<file path="src/rtl/mips32.sv">
// Five-stage pipelined MIPS32 subset core (add/sub/and/or/slt/lw/sw/beq) with EX forwarding,
// no hazard stalls or flushes; every pipeline register is exported for observation.
module mips32 #(
   parameter int IMEM_DEPTH = 64,
   parameter int DMEM_DEPTH = 64,
   parameter     IMEM_FILE  = "imem.mem"
) (
   input  logic        clk,
   input  logic        reset,
   output logic [31:0] IFID_pc4,
   output logic [31:0] IFID_inst,
   output logic [1:0]  ID_alu_op,
   output logic [31:0] IDEX_pc4,
   output logic [31:0] IDEX_ReadData1,
   output logic [31:0] IDEX_ReadData2,
   output logic [31:0] IDEX_SignExtend,
   output logic [4:0]  IDEX_inst25_21,
   output logic [4:0]  IDEX_inst20_16,
   output logic [4:0]  IDEX_inst15_11,
   output logic        fu_mem_RegWrite,
   output logic        fu_wb_RegWrite,
   output logic [4:0]  fu_ex_instr25_21,
   output logic [4:0]  fu_ex_instr20_16,
   output logic [4:0]  fu_mem_instr15_11,
   output logic [4:0]  fu_wb_instr15_11,
   output logic [1:0]  EX_alu_op,
   output logic [1:0]  ForwardA,
   output logic [1:0]  ForwardB,
   output logic [3:0]  alu_ctrl,
   output logic [31:0] ALU_input1,
   output logic [31:0] ALU_input2,
   output logic [31:0] EXMEM_PC_beq,
   output logic [31:0] EXMEM_alu_result,
   output logic [31:0] EXMEM_ReadData2,
   output logic [4:0]  EXMEM_WriteRegister,
   output logic [31:0] MEMWB_ReadData,
   output logic [31:0] MEMWB_alu_result,
   output logic [4:0]  MEMWB_WriteRegister,
   output logic [31:0] pc_out
);
   // Memory depths are powers of two, so the modulo index is a plain slice.
   localparam int IAW = $clog2(IMEM_DEPTH);
   localparam int DAW = $clog2(DMEM_DEPTH);

   logic [31:0] imem [IMEM_DEPTH];
   logic [31:0] rf_q [32];
   logic [31:0] dmem_q [DMEM_DEPTH];

   logic [31:0] pc_q, pc_d;
   logic [31:0] ifid_pc4_q, ifid_inst_q;
   logic [31:0] idex_pc4_q, idex_rd1_q, idex_rd2_q, idex_sext_q;
   logic [4:0]  idex_rs_q, idex_rt_q, idex_rd_q;
   logic        idex_regdst_q, idex_alusrc_q, idex_memtoreg_q, idex_regwrite_q;
   logic        idex_memwrite_q, idex_branch_q;
   logic [1:0]  idex_aluop_q;
   logic [31:0] exmem_pcbeq_q, exmem_alu_q, exmem_wdata_q;
   logic [4:0]  exmem_wreg_q;
   logic        exmem_zero_q, exmem_regwrite_q, exmem_memtoreg_q, exmem_memwrite_q, exmem_branch_q;
   logic [31:0] memwb_rdata_q, memwb_alu_q;
   logic [4:0]  memwb_wreg_q;
   logic        memwb_regwrite_q, memwb_memtoreg_q;

   function automatic logic [3:0] alu_ctrl_f(input logic [1:0] op, input logic [5:0] funct);
      case (op)
         2'b00:   return 4'b0010;
         2'b01:   return 4'b0110;
         default: begin
            case (funct)
               6'h22:   return 4'b0110;
               6'h24:   return 4'b0000;
               6'h25:   return 4'b0001;
               6'h2A:   return 4'b0111;
               default: return 4'b0010;
            endcase
         end
      endcase
   endfunction

   function automatic logic [31:0] alu_f(input logic [3:0] c, input logic signed [31:0] a,
                                         input logic signed [31:0] b);
      case (c)
         4'b0000: return a & b;
         4'b0001: return a | b;
         4'b0110: return a - b;
         4'b0111: return {31'd0, a < b};
         default: return a + b;
      endcase
   endfunction

   // IF
   logic [31:0] if_inst;
   assign if_inst = imem[pc_q[IAW+1:2]];
   assign pc_d    = (exmem_branch_q && exmem_zero_q) ? exmem_pcbeq_q : pc_q + 32'd4;

   // ID: decode and register read with write-through from WB
   logic [5:0]  id_op;
   logic [4:0]  id_rs, id_rt, id_rd;
   logic        id_regdst, id_alusrc, id_memtoreg, id_regwrite, id_memwrite, id_branch;
   logic [1:0]  id_aluop;
   logic [31:0] id_rd1, id_rd2, wb_data;
   logic        wb_we;

   assign id_op = ifid_inst_q[31:26];
   assign id_rs = ifid_inst_q[25:21];
   assign id_rt = ifid_inst_q[20:16];
   assign id_rd = ifid_inst_q[15:11];

   always_comb begin
      id_regdst   = 1'b0;
      id_alusrc   = 1'b0;
      id_memtoreg = 1'b0;
      id_regwrite = 1'b0;
      id_memwrite = 1'b0;
      id_branch   = 1'b0;
      id_aluop    = 2'b00;
      case (id_op)
         6'h00: begin id_regdst = 1'b1; id_regwrite = 1'b1; id_aluop = 2'b10; end
         6'h23: begin id_alusrc = 1'b1; id_memtoreg = 1'b1; id_regwrite = 1'b1; end
         6'h2B: begin id_alusrc = 1'b1; id_memwrite = 1'b1; end
         6'h04: begin id_branch = 1'b1; id_aluop = 2'b01; end
         default: ;
      endcase
   end

   assign wb_data = memwb_memtoreg_q ? memwb_rdata_q : memwb_alu_q;
   assign wb_we   = memwb_regwrite_q && (memwb_wreg_q != 5'd0);
   assign id_rd1  = (wb_we && memwb_wreg_q == id_rs) ? wb_data : rf_q[id_rs];
   assign id_rd2  = (wb_we && memwb_wreg_q == id_rt) ? wb_data : rf_q[id_rt];

   // EX: forwarding, ALU, branch target
   logic [1:0]  fwd_a, fwd_b;
   logic [31:0] fwd_a_val, fwd_b_val, alu_in2, alu_res, ex_pcbeq;
   logic [3:0]  ex_ctrl;
   logic [4:0]  ex_wreg;

   always_comb begin
      fwd_a = 2'b00;
      fwd_b = 2'b00;
      if (exmem_regwrite_q && exmem_wreg_q != 5'd0 && exmem_wreg_q == idex_rs_q)
         fwd_a = 2'b10;
      else if (wb_we && memwb_wreg_q == idex_rs_q)
         fwd_a = 2'b01;
      if (exmem_regwrite_q && exmem_wreg_q != 5'd0 && exmem_wreg_q == idex_rt_q)
         fwd_b = 2'b10;
      else if (wb_we && memwb_wreg_q == idex_rt_q)
         fwd_b = 2'b01;
   end

   assign fwd_a_val = (fwd_a == 2'b10) ? exmem_alu_q : (fwd_a == 2'b01) ? wb_data : idex_rd1_q;
   assign fwd_b_val = (fwd_b == 2'b10) ? exmem_alu_q : (fwd_b == 2'b01) ? wb_data : idex_rd2_q;
   assign alu_in2   = idex_alusrc_q ? idex_sext_q : fwd_b_val;
   assign ex_ctrl   = alu_ctrl_f(idex_aluop_q, idex_sext_q[5:0]);
   assign alu_res   = alu_f(ex_ctrl, fwd_a_val, alu_in2);
   assign ex_wreg   = idex_regdst_q ? idex_rd_q : idex_rt_q;
   assign ex_pcbeq  = idex_pc4_q + (idex_sext_q << 2);

   // MEM: combinational read
   logic [31:0] mem_rdata;
   assign mem_rdata = dmem_q[exmem_alu_q[DAW+1:2]];

   always_ff @(posedge clk or negedge reset) begin
      if (!reset) begin
         pc_q             <= '0;
         ifid_pc4_q       <= '0;
         ifid_inst_q      <= '0;
         idex_pc4_q       <= '0;
         idex_rd1_q       <= '0;
         idex_rd2_q       <= '0;
         idex_sext_q      <= '0;
         idex_rs_q        <= '0;
         idex_rt_q        <= '0;
         idex_rd_q        <= '0;
         idex_regdst_q    <= 1'b0;
         idex_alusrc_q    <= 1'b0;
         idex_memtoreg_q  <= 1'b0;
         idex_regwrite_q  <= 1'b0;
         idex_memwrite_q  <= 1'b0;
         idex_branch_q    <= 1'b0;
         idex_aluop_q     <= '0;
         exmem_pcbeq_q    <= '0;
         exmem_alu_q      <= '0;
         exmem_wdata_q    <= '0;
         exmem_wreg_q     <= '0;
         exmem_zero_q     <= 1'b0;
         exmem_regwrite_q <= 1'b0;
         exmem_memtoreg_q <= 1'b0;
         exmem_memwrite_q <= 1'b0;
         exmem_branch_q   <= 1'b0;
         memwb_rdata_q    <= '0;
         memwb_alu_q      <= '0;
         memwb_wreg_q     <= '0;
         memwb_regwrite_q <= 1'b0;
         memwb_memtoreg_q <= 1'b0;
      end else begin
         pc_q             <= pc_d;
         ifid_pc4_q       <= pc_q + 32'd4;
         ifid_inst_q      <= if_inst;
         idex_pc4_q       <= ifid_pc4_q;
         idex_rd1_q       <= id_rd1;
         idex_rd2_q       <= id_rd2;
         idex_sext_q      <= {{16{ifid_inst_q[15]}}, ifid_inst_q[15:0]};
         idex_rs_q        <= id_rs;
         idex_rt_q        <= id_rt;
         idex_rd_q        <= id_rd;
         idex_regdst_q    <= id_regdst;
         idex_alusrc_q    <= id_alusrc;
         idex_memtoreg_q  <= id_memtoreg;
         idex_regwrite_q  <= id_regwrite;
         idex_memwrite_q  <= id_memwrite;
         idex_branch_q    <= id_branch;
         idex_aluop_q     <= id_aluop;
         exmem_pcbeq_q    <= ex_pcbeq;
         exmem_alu_q      <= alu_res;
         exmem_wdata_q    <= fwd_b_val;
         exmem_wreg_q     <= ex_wreg;
         exmem_zero_q     <= (alu_res == 32'd0);
         exmem_regwrite_q <= idex_regwrite_q;
         exmem_memtoreg_q <= idex_memtoreg_q;
         exmem_memwrite_q <= idex_memwrite_q;
         exmem_branch_q   <= idex_branch_q;
         memwb_rdata_q    <= mem_rdata;
         memwb_alu_q      <= exmem_alu_q;
         memwb_wreg_q     <= exmem_wreg_q;
         memwb_regwrite_q <= exmem_regwrite_q;
         memwb_memtoreg_q <= exmem_memtoreg_q;
      end
   end

   // Register file and data RAM reload their identity images on reset
   always_ff @(posedge clk or negedge reset) begin
      if (!reset) begin
         for (int i = 0; i < 32; i++) rf_q[i] <= 32'(i);
      end else if (wb_we) begin
         rf_q[memwb_wreg_q] <= wb_data;
      end
   end

   always_ff @(posedge clk or negedge reset) begin
      if (!reset) begin
         for (int i = 0; i < DMEM_DEPTH; i++) dmem_q[i] <= 32'(i);
      end else if (exmem_memwrite_q) begin
         dmem_q[exmem_alu_q[DAW+1:2]] <= exmem_wdata_q;
      end
   end

   assign pc_out              = pc_q;
   assign IFID_pc4            = ifid_pc4_q;
   assign IFID_inst           = ifid_inst_q;
   assign ID_alu_op           = id_aluop;
   assign IDEX_pc4            = idex_pc4_q;
   assign IDEX_ReadData1      = idex_rd1_q;
   assign IDEX_ReadData2      = idex_rd2_q;
   assign IDEX_SignExtend     = idex_sext_q;
   assign IDEX_inst25_21      = idex_rs_q;
   assign IDEX_inst20_16      = idex_rt_q;
   assign IDEX_inst15_11      = idex_rd_q;
   assign fu_mem_RegWrite     = exmem_regwrite_q;
   assign fu_wb_RegWrite      = memwb_regwrite_q;
   assign fu_ex_instr25_21    = idex_rs_q;
   assign fu_ex_instr20_16    = idex_rt_q;
   assign fu_mem_instr15_11   = exmem_wreg_q;
   assign fu_wb_instr15_11    = memwb_wreg_q;
   assign EX_alu_op           = idex_aluop_q;
   assign ForwardA            = fwd_a;
   assign ForwardB            = fwd_b;
   assign alu_ctrl            = ex_ctrl;
   assign ALU_input1          = fwd_a_val;
   assign ALU_input2          = alu_in2;
   assign EXMEM_PC_beq        = exmem_pcbeq_q;
   assign EXMEM_alu_result    = exmem_alu_q;
   assign EXMEM_ReadData2     = exmem_wdata_q;
   assign EXMEM_WriteRegister = exmem_wreg_q;
   assign MEMWB_ReadData      = memwb_rdata_q;
   assign MEMWB_alu_result    = memwb_alu_q;
   assign MEMWB_WriteRegister = memwb_wreg_q;
endmodule

</file>
<file path="config.mk">
export PLATFORM = sky130hd
export DESIGN_NAME = mips32
export DESIGN_NICKNAME = d
export VERILOG_FILES = /design/src/rtl/mips32.sv
export SDC_FILE = /design/constraint.sdc
export NUM_CORES = 1
export LEC_CHECK = 0
export CAP_MARGIN = 40
export CELL_PAD_IN_SITES_DETAIL_PLACEMENT = 1
export CELL_PAD_IN_SITES_GLOBAL_PLACEMENT = 1
export CORE_AREA = 2 2 198 200
export DETAILED_ROUTE_END_ITERATION = 8
export DIE_AREA = 0 0 200 202
export PLACE_DENSITY_LB_ADDON = 0.1
export SETUP_SLACK_MARGIN = 0.02
export SLEW_MARGIN = 10
export SYNTH_ARGS = -nofsm -noshare
export SYNTH_HDL_FRONTEND = slang
export SYNTH_SLANG_ARGS = --single-unit
export TNS_END_PERCENT = 10
</file>
<file path="constraint.sdc">
create_clock -name clk -period 4.79 [get_ports clk]
set_input_delay 1.1975 -clock clk [delete_from_list [all_inputs] [get_ports clk]]
set_output_delay 1.1975 -clock clk [all_outputs]
set_load 0.02 [all_outputs]
</file>
# == Yosys cells after proc, flatten, opt, wreduce, memory -nomap -nowiden ==
# Cells that the tools add are included.
# word_totals
reg_bits,3480
in_bits,2
output_inout_bits,507
# op_classes
add_sub_neg,4
n_lt_le_gt_ge,7
eq_ne,21
muxes,39
bitwise,6
n_reduce_logical,19
# ops
cell,n
$bwmux 2048,1
$bwmux 1024,1
$mux 32,17
$bmux 32 s5,2
$bmux 32 s6,1
$demux 32 s6,1
$demux 32 s5,1
$pmux 32 s4,1
$add 32x32->32,2
$eq 6x6->1 const B,6
$add 32x3->32 const B,1
$and 32x32->32,1
$logic_not 32->1,1
$lt 32x32->1,1
$or 32x32->32,1
$sub 32x32->32,1
$eq 5x5->1,6
$ge 6x6->1 const B,3
$not 5->6,3
$pmux 3 s4,1
$logic_and 1x1->1,11
$reduce_bool 5->1,2
$eq 4x3->1 const B,2
$mux 1,8
other kinds (16),21

# == Depth between registers and ports, before layout ==
# Gate-level depths: netlist (run 1).
# depth
depth_word,12
ltp_mapped,5

# == Worst setup path before layout (run 1) ==
# OpenSTA, ideal clock, no wires.
# synth_path
path_kind,register to output
start,reg pc_q[13] (netlist: pc_out[13])
end,out pc_out[13]
arrival_time_ps,778
required_time_ps,3593
setup_slack_ps,2814
path_stages_with_launch,2
path_cell_list,dfrtp_1 > buf_4
# synth_lines
item,line,source
start: declaration,49,"logic [31:0] pc_q, pc_d;"
start signal: assignment,195,pc_q <= pc_d;
end: declaration,39,output logic [31:0] pc_out
# No word-level cell between the ends.

# == Final worst setup path (run 1) ==
# layout_path
start,reg pc_q[17] (netlist: pc_out[17])
end,out pc_out[17]
# No word-level cell between the ends.

==> results by group, run 1 <==
Routing
  • Via Count: 2868
  • Initial DRC count: 44
  • Router iterations before antenna repair: 3
  • DR DRC count: 0
  • Vias per inst: 2.36
  • DRT Wirelength: 13300 um
  • DR WL/cell: 11.0 um
  • Routed Antenna Nets: 0

GRT
  • Pin count of the biggest net entering global routing: 50
  • First-pass GRT wire length: 17500 um
  • GR Util All Layers: 6.03%
  • Initial antenna violation count: 0
  • GRT overflow: 0
  • Vias in the first global route: 2495

Timing
  • Final Hold Viols: 0
  • Sum Neg Setup Slack: 0 ps
  • Worst Tran Pin Value: 678 ps
  • Max Clk Rate: 361 MHz
  • Slew margin rel.: 54.8%
  • Hold Worst Slack: 372 ps
  • Post-route setup slack: 2020 ps
  • RSZ-0062 raised after global routing: false
  • Crit path time final: 2770 ps
  • Fin crit share: 57.9%
  • Final setup vio count: 0
  • Worst Skew: 13.1 ps
  • Max-slew violations: 0

Flow run
  • Max-cap violation count: 0

Worst setup path
  • Largest stage delay, worst path: 730 ps
  • Worst Path Max Fanout: 8
  • Reg2Reg Launch Point: pc_out[2]
  • CP startpoint: pc_out[17]
  • CP endpoint kind: output pin
  • Required @ worst endpoint: 3590 ps
  • Slowest CP cell: clkdlybuf4s50_1
  • R2r setup slk: 2680 ps
  • Worst Path Buf+Inv: 1
  • CP top delay family: buffers and inverters
  • CP Launch Type: register
  • Worst R2R Path Depth: 5
  • Reg2reg end: pc_out[22]
  • Critical Path, Cell by Cell: clkdlybuf4s50_1
  • CP Class: register to output pin
  • Data arrival time of the critical path: 1580 ps

Power
  • Pwr/cell area: 274 mW/mm2
  • Sw Ratio: 35.1%
  • Share of total power in the clock network: 39.4%
  • Comb power frac: 16.5%
  • P_int: 1160 uW
  • Flop pwr share: 44.1%
  • Leak: 0.00330 uW
  • Switch Pwr: 625 uW
  • Max IR drop VDD: 186 uV

CTS
  • Clock Latency Late Sink: 350 ps
  • # hold bufs at CTS: 0
  • Post-CTS Setup Bufs: 0
  • Clk buf depth: 2
  • Clock Sinks: 93
  • Clock tree root buffer cell: clkbuf_16
  • CTS Buf Count: 9
  • Post-CTS sizing: 0
  • Clock transition at path regs: 70 ps
  • H-tree levels: 3
  • CTS tree: yes

Synthesis
  • Synth top area share: 51.8%
  • Register area share after synthesis: 38.7%
  • Synthesized flop and latch total: 93
  • Main synth FF type: dfrtp_1
  • Syn Inst Count: 585
  • Netlist cell types: 20
  • YS warnings: 0
  • EDFF count, synth: 0
  • Ys async rst share: 100%
  • Post-Syn Area: 0.00601 mm2
  • Most common cell in the netlist: buf_4
  • Synth area leaders: buf_4 (52%), dfrtp_1 (39%), xnor2_1 (3.1%)
  • Leading post-synthesis cells by instance count: buf_4 (415), dfrtp_1 (93), xnor2_1 (21), nand3_1 (13)
  • Mean Syn Cell Area: 10.3 um2
  • Biggest area consumer among synthesized cells: buf_4

Finish
  • Fill cells: 4571
  • Layout area overhead: 8.37%
  • Layout cells sized above 1: 3.74%
  • Final core area utilization: 17.0%
  • Post-layout nets: 693
  • Final instance count without filler cells: 1213
  • Diode count: 0

Place
  • Placed Cells incl. Taps: 1197
  • Post-Place Worst Slack: 2340 ps
  • Hpwl dp: 10600 um
  • Final GP Congestion: 0.585
  • Port Buf Inserts: 124

Worst hold path
  • Hold Crit Start: IDEX_pc4[4]
  • Hold crit path type: register to register
  • Worst Hold Endpoint: EXMEM_PC_beq[4]
  • Hold path cells: 0

Floorplan
  • Ports: 509
  • Die H: 202 um
  • Initial Util: 15.7%
  • Core area: 0.0383 mm2
  • Die W: 200 um
  • Die ar.: 0.0404 mm2
  • FP Rows: 72

Status
  • Status: completed
-- flip-flops by register name, indices dropped and copies added (netlist names) --
| name | count |
|---|---|
| EXMEM_PC_beq | 30 |
| IDEX_pc4 | 30 |
| fu_mem_RegWrite | 1 |
| fu_wb_RegWrite | 1 |
| idex_regdst_q | 1 |
| pc_out | 30 |
-- power by group through the flow --
stage                     clock network [uW]  registers (uW)  logic, uW
final                                    702             786        293
after global routing                     788             786        315
after CTS                                757             786        285
after detailed placement                   0             802        285
after global placement                     0             802        285
after floorplan                            0             803        502
-- cell families after synthesis --
kind of cell | after synthesis | synth area share [%]
buf+inv | 418 | 52.0
flops | 93 | 38.7
simple gates | 43 | 4.87
xor+xnor | 28 | 4.08
other cells | 2 | 0.125
fa+ha+maj | 1 | 0.208
-- layout by cell type (no fill, tap or decap), drive strengths merged --
cell and instances:
nor3 3, xor2 7, ha 1, dfrtp 93, conb 385, buf 3
clkbuf 11, clkdlybuf4s50 123, inv 3, nand4 8, clkinvlp 3, and3 3
xnor2 21, nand3 14, nand2 7, nor2 4, nor4 4, clkinv 2
-- metal layers --
layer  part of all wire [%]  vias to the layer above  track usage, %  routed length [um]
met3                     11                        8            2.02                1460
li1                       -                     1220               -                   -
met4                    1.5                        0            2.38                 194
met5                      0                        -               0                   0
met2                     53                      246            10.8                7080
met1                     34                     1394            6.51                4560
-- worst max-delay path by stage --
stage            endpoint  depth (start not counted)
3_5_place_dp   pc_out[17]                          1
2_1_floorplan  pc_out[13]                          1
4_1_cts        pc_out[17]                          1
6_report       pc_out[17]                          1
5_1_grt        pc_out[17]                          1
3_3_place_gp   pc_out[17]                          1
-- worst register-to-register path: stages, from the launching register on --
cell and delay, ps:
dfrtp_1 470, ha_1 230, nand3_1 280, nor4_2 680, nand4_1 200, xnor2_1 160
-- cell type report --
| cell class | count | area [um2] | share of cell area [%] |
|---|---|---|---|
| flip-flops and latches | 93 | 2330 | 35.7 |
| multi-input cells | 457 | 2000 | 30.6 |
| repair buffers | 126 | 1250 | 19.2 |
| well taps | 518 | 648 | 9.95 |
| clock buffers | 11 | 243 | 3.73 |
| clock inverters | 5 | 36.3 | 0.557 |
| inverters | 3 | 11.3 | 0.173 |
-- per-stage QoR --
step	area [um2]	total power (uW)
3_3_place_gp	6240	1090
2_1_floorplan	7450	1310
5_1_grt	6520	1890
4_1_cts	6520	1830
3_5_place_dp	6240	1090
6_report	6520	1780
Power figures use the tool's default switching activity.
==> inputs of run 2 (changes only) <==
--- a/config.mk
+++ b/config.mk
@@ -8,9 +8,9 @@
 export CAP_MARGIN = 40
 export CELL_PAD_IN_SITES_DETAIL_PLACEMENT = 1
 export CELL_PAD_IN_SITES_GLOBAL_PLACEMENT = 1
-export CORE_AREA = 2 2 198 200
+export CORE_AREA = 2 2 195 197
 export DETAILED_ROUTE_END_ITERATION = 8
-export DIE_AREA = 0 0 200 202
+export DIE_AREA = 0 0 197 199
 export PLACE_DENSITY_LB_ADDON = 0.1
 export SETUP_SLACK_MARGIN = 0.02
 export SLEW_MARGIN = 10
==> constraint.sdc (replaced) <==
create_clock -name clk -period 2.6 [get_ports clk]
set_input_delay 0.65 -clock clk [delete_from_list [all_inputs] [get_ports clk]]
set_output_delay 0.65 -clock clk [all_outputs]
set_load 0.02 [all_outputs]
==> results by group, run 2 (synthesis results as in run 1) <==
Routing
  • DRT Wirelength: 13300 um
  • Via Count: 2872
  • Router iterations before antenna repair: 3
  • DR WL/cell: 11.4 um
  • DR DRC count: 0
  • Routed Antenna Nets: 0
  • Vias per inst: 2.46
  • Initial DRC count: 36

Finish
  • Fill cells: 4419
  • Layout area overhead: 8.30%
  • Storage cell area: 0.00233 mm2
  • Combined area of the multi-input logic cells: 0.00200 mm2
  • Layout cells sized above 1: 3.88%
  • Diode count: 0
  • Most common cell after layout, fill and taps aside: conb_1
  • Commonest cells after routing, fill and taps aside: conb_1 (385), clkdlybuf4s50_1 (123), dfrtp_1 (93)
  • Post-layout nets: 695

Worst setup path
  • Required @ worst endpoint: 1950 ps
  • CP Class: register to output pin
  • Reg2Reg Launch Point: pc_out[2]
  • Slowest CP cell: clkdlybuf4s50_1
  • CP top delay family: buffers and inverters
  • Largest stage delay, worst path: 680 ps
  • CP Launch Type: register
  • CP endpoint kind: output pin
  • CP startpoint: pc_out[24]
  • Data arrival time of the critical path: 1590 ps
  • Worst Path Max Fanout: 6
  • Worst Path Buf+Inv: 1
  • Critical Path, Cell by Cell: clkdlybuf4s50_1

Place
  • Hpwl dp: 10700 um
  • Final GP Congestion: 0.616
  • Post-Place Worst Slack: 428 ps
  • Port Buf Inserts: 124

Timing
  • Post-route setup slack: 359 ps
  • Crit path time final: 2240 ps
  • Fin crit share: 86.2%
  • Final Hold Viols: 0
  • Max-slew violations: 0
  • Worst Tran Pin Value: 631 ps
  • Final setup vio count: 0
  • Sum Neg Setup Slack: 0 ps
  • Max Clk Rate: 446 MHz
  • Slew margin rel.: 57.7%
  • RSZ-0062 raised after global routing: false
  • Worst Skew: 8.57 ps

Floorplan
  • Initial Util: 16.2%
  • FP Rows: 71
  • Ports: 509
  • Core area: 0.0371 mm2
  • Die W: 197 um
  • Die H: 199 um
  • Die ar.: 0.0392 mm2

CTS
  • CTS tree: yes
  • Clock Sinks: 93
  • # hold bufs at CTS: 0
  • Clock tree root buffer cell: clkbuf_16
  • Post-CTS sizing: 0
  • H-tree levels: 3
  • Clk buf depth: 2
  • Clock transition at path regs: 70 ps
  • Clock Latency Late Sink: 350 ps
  • Post-CTS Setup Bufs: 0
  • CTS Buf Count: 9

GRT
  • Vias in the first global route: 2585
  • GRT overflow: 0
  • First-pass GRT wire length: 17500 um
  • Initial antenna violation count: 0
  • GR Util All Layers: 6.15%
  • Pin count of the biggest net entering global routing: 73

Status
  • Status: completed

Worst hold path
  • Hold crit path type: primary input to async pin

Power
  • Leak: 0.00334 uW
  • Max IR drop VDD: 279 uV
  • Pwr/cell area: 521 mW/mm2

Flow run
  • Max-cap violation count: 0
[run 2: cell count changes in the layout (fill, tap and decap cells not counted)]
cell	change
clkbuf_8	-1
buf_4	+1
clkinv_4	-1
buf_12	+1
clkinv_2	+1
clkbuf_1	-1
bufinv_16	+2
clkinvlp_4	-2
[run 2: cell type report]
cell class	instances	area share, %
flip-flops and latches	93	35.7
clock buffers	9	3.46
inverters	3	0.173
clock inverters	5	1.19
multi-input cells	457	30.6
well taps	474	9.11
repair buffers	128	19.7
[run 2: worst paths after layout]
kind	to	slack (ps)	depth (start not counted)
setup reg to reg	pc_out[30]	570	5
hold reg to reg	EXMEM_PC_beq[4]	370	0
max in group asynchronous	pc_out[29]	1670	2
hold / removal	EXMEM_PC_beq[2]	190	1
min in group clk	EXMEM_PC_beq[4]	370	0
setup / recovery	pc_out[24]	360	1
[run 2: power by group]
part / internal [uW] / total (uW) / switching (uW)
clock network: 829 / 1400 / 567
registers: 1450 / 1450 / 0.923
logic: 8.05 / 545 / 537
[run 2: metrics by stage]
stage                     total power, uW  hold slack [ps]  util [%]  area [um2]  std cells
final                                3390              189      17.5        6510       1169
after detailed placement             2000              362      16.7        6210       1155
after global routing                 3570              192      17.5        6510       1169
after global placement               2000              360      16.7        6210       1155
after floorplan                      2410              354         -        7450        968
after CTS                            3460              185      17.5        6510       1169
[run 2: metal layers]
metal / global-route usage, % / wire, um / part of all wire, %
met4: 2.59 / 208 / 1.6
met2: 11.5 / 7340 / 55
met1: 6.36 / 4570 / 34
met5: 0 / 0 / 0
met3: 1.87 / 1220 / 9.1
==> inputs of run 3 (changes only) <==
--- a/config.mk
+++ b/config.mk
@@ -5,12 +5,14 @@
 export SDC_FILE = /design/constraint.sdc
 export NUM_CORES = 1
 export LEC_CHECK = 0
+export ABC_AREA = 1
 export CAP_MARGIN = 40
 export CELL_PAD_IN_SITES_DETAIL_PLACEMENT = 1
 export CELL_PAD_IN_SITES_GLOBAL_PLACEMENT = 1
 export CORE_AREA = 2 2 195 197
 export DETAILED_ROUTE_END_ITERATION = 8
 export DIE_AREA = 0 0 197 199
+export GPL_ROUTABILITY_DRIVEN = 0
 export PLACE_DENSITY_LB_ADDON = 0.1
 export SETUP_SLACK_MARGIN = 0.02
 export SLEW_MARGIN = 10
==> results by group, run 3 <==
Power
  • Max IR drop VDD: 307 uV
  • Leak: 0.00346 uW
  • Pwr/cell area: 509 mW/mm2

Synthesis
  • Biggest area consumer among synthesized cells: buf_4
  • Post-Syn Area: 0.00628 mm2
  • Leading post-synthesis cells by instance count: buf_4 (415), dfrtp_1 (93), nand2_1 (79), nor2_1 (26), inv_1 (16)
  • Ys async rst share: 100%
  • EDFF count, synth: 0
  • Mean Syn Cell Area: 9.28 um2
  • Synthesized flop and latch total: 93
  • Syn Inst Count: 677
  • Netlist cell types: 17
  • Synth area leaders: buf_4 (50%), dfrtp_1 (37%), nand2_1 (4.7%)
  • Register area share after synthesis: 37.0%
  • Synth top area share: 49.6%
  • Most common cell in the netlist: buf_4
  • YS warnings: 0
  • Main synth FF type: dfrtp_1

Worst setup path
  • Reg2Reg Launch Point: pc_out[14]
  • CP top delay family: buffers and inverters
  • Worst Path Buf+Inv: 1
  • CP endpoint kind: output pin
  • Largest stage delay, worst path: 690 ps
  • Reg2reg end: pc_out[31]
  • Critical Path, Cell by Cell: clkdlybuf4s50_1
  • Slowest CP cell: clkdlybuf4s50_1
  • Required @ worst endpoint: 1950 ps
  • Worst Path Max Fanout: 6
  • CP Class: register to output pin
  • CP Launch Type: register
  • Worst R2R Path Depth: 7
  • R2r setup slk: 940 ps
  • Data arrival time of the critical path: 1610 ps

Place
  • Hpwl dp: 11600 um
  • Placed Cells incl. Taps: 1246
  • Port Buf Inserts: 124

CTS
  • Clock Sinks: 93
  • H-tree levels: 3
  • Post-CTS sizing: 0
  • CTS tree: yes
  • Clock Latency Late Sink: 360 ps
  • Post-CTS Setup Bufs: 0
  • CTS Buf Count: 9
  • Clock transition at path regs: 70 ps
  • Clk buf depth: 2
  • # hold bufs at CTS: 0
  • Clock tree root buffer cell: clkbuf_16

Floorplan
  • Core area: 0.0371 mm2
  • Die H: 199 um
  • Ports: 509
  • Die W: 197 um
  • Die ar.: 0.0392 mm2
  • FP Rows: 71
  • Initial Util: 16.9%

Finish
  • Post-layout nets: 786
  • Commonest cells after routing, fill and taps aside: conb_1 (385), clkdlybuf4s50_1 (123), dfrtp_1 (93)
  • Final instance count without filler cells: 1261
  • Layout cells sized above 1: 4.32%
  • Layout area overhead: 8.12%
  • Most common cell after layout, fill and taps aside: conb_1
  • Diode count: 0

Routing
  • Via Count: 3203
  • DRT Wirelength: 14200 um
  • Initial DRC count: 33
  • Routed Antenna Nets: 0
  • Router iterations before antenna repair: 3
  • DR WL/cell: 11.2 um
  • Vias per inst: 2.54
  • DR DRC count: 0

Worst hold path
  • Hold crit path type: primary input to async pin

Timing
  • Crit path time final: 2260 ps
  • Max Clk Rate: 442 MHz
  • Final Hold Viols: 0
  • Final setup vio count: 0
  • Sum Neg Setup Slack: 0 ps
  • Max-slew violations: 0
  • RSZ-0062 raised after global routing: false
  • Fin crit share: 87.0%
  • Worst Skew: 10.2 ps

GRT
  • Vias in the first global route: 2816
  • Pin count of the biggest net entering global routing: 46
  • Initial antenna violation count: 0
  • First-pass GRT wire length: 19100 um
  • GR Util All Layers: 6.74%
  • GRT overflow: 0

Flow run
  • Max-cap violation count: 0

Status
  • Status: completed
run 3: cell count changes after synthesis, sizes merged, moves of 4 or more:
cell and delta:
nand3b +8, nor2 +34, inv +13, nand3 -9, nor4 -4, xnor2 -17, nand2 +75, xor2 +4
nand4 -7
run 3: power by group:
| group | switching (uW) | internal [uW] | leakage (uW) |
|---|---|---|---|
| sequential | 1.04 | 1450 | 0.00125 |
| clock | 617 | 850 | 0.000154 |
| combinational | 534 | 9.98 | 0.00206 |
run 3: metal layers:
metal | GRT usage (%) | vias to the layer above | part of all wire, %
met2 | 11.4 | 261 | 50
li1 | - | 1461 | -
met3 | 2.41 | 12 | 11
met5 | 0 | - | 0
met1 | 7.92 | 1469 | 38
met4 | 2.26 | 0 | 1.3
run 3: cell families after synthesis:
| family | after synthesis | synth area share (%) |
|---|---|---|
| other cells | 2 | 0.119 |
| flops | 93 | 37.0 |
| buf+inv | 431 | 50.5 |
| simple gates | 135 | 10.0 |
| xor+xnor | 15 | 2.09 |
| fa+ha+maj | 1 | 0.199 |
run 3: through the flow:
stage	area [um2]	total power, uW	util (%)	setup slack, ps	hold slack [ps]
6_report	6800	3460	18.3	337	222
3_3_place_gp	6470	2010	17.4	685	357
2_1_floorplan	7720	2410	-	1140	354
5_1_grt	6800	3640	18.3	220	232
3_5_place_dp	6470	2010	17.4	697	361
4_1_cts	6800	3540	18.3	302	231
run 3: layout make-up:
type | instances | area, um2
flip-flops and latches | 93 | 2330
repair buffers | 127 | 1270
fillers | 4485 | 30300
multi-input cells | 536 | 2220
inverters | 16 | 60.1
clock inverters | 6 | 96.3
clock buffers | 9 | 225
well taps | 474 | 593
run 3: how the worst max path moves through the flow:
stage | to | startpoint | cells past startpoint | slack (ps)
finish | pc_out[14] | pc_out[14] | 1 | 340
global placement | pc_out[14] | pc_out[14] | 1 | 690
detailed placement | pc_out[14] | pc_out[14] | 1 | 700
floorplan | pc_out[24] | pc_out[3] | 8 | 1140
global route | pc_out[27] | pc_out[27] | 1 | 220
CTS | pc_out[14] | pc_out[14] | 1 | 300
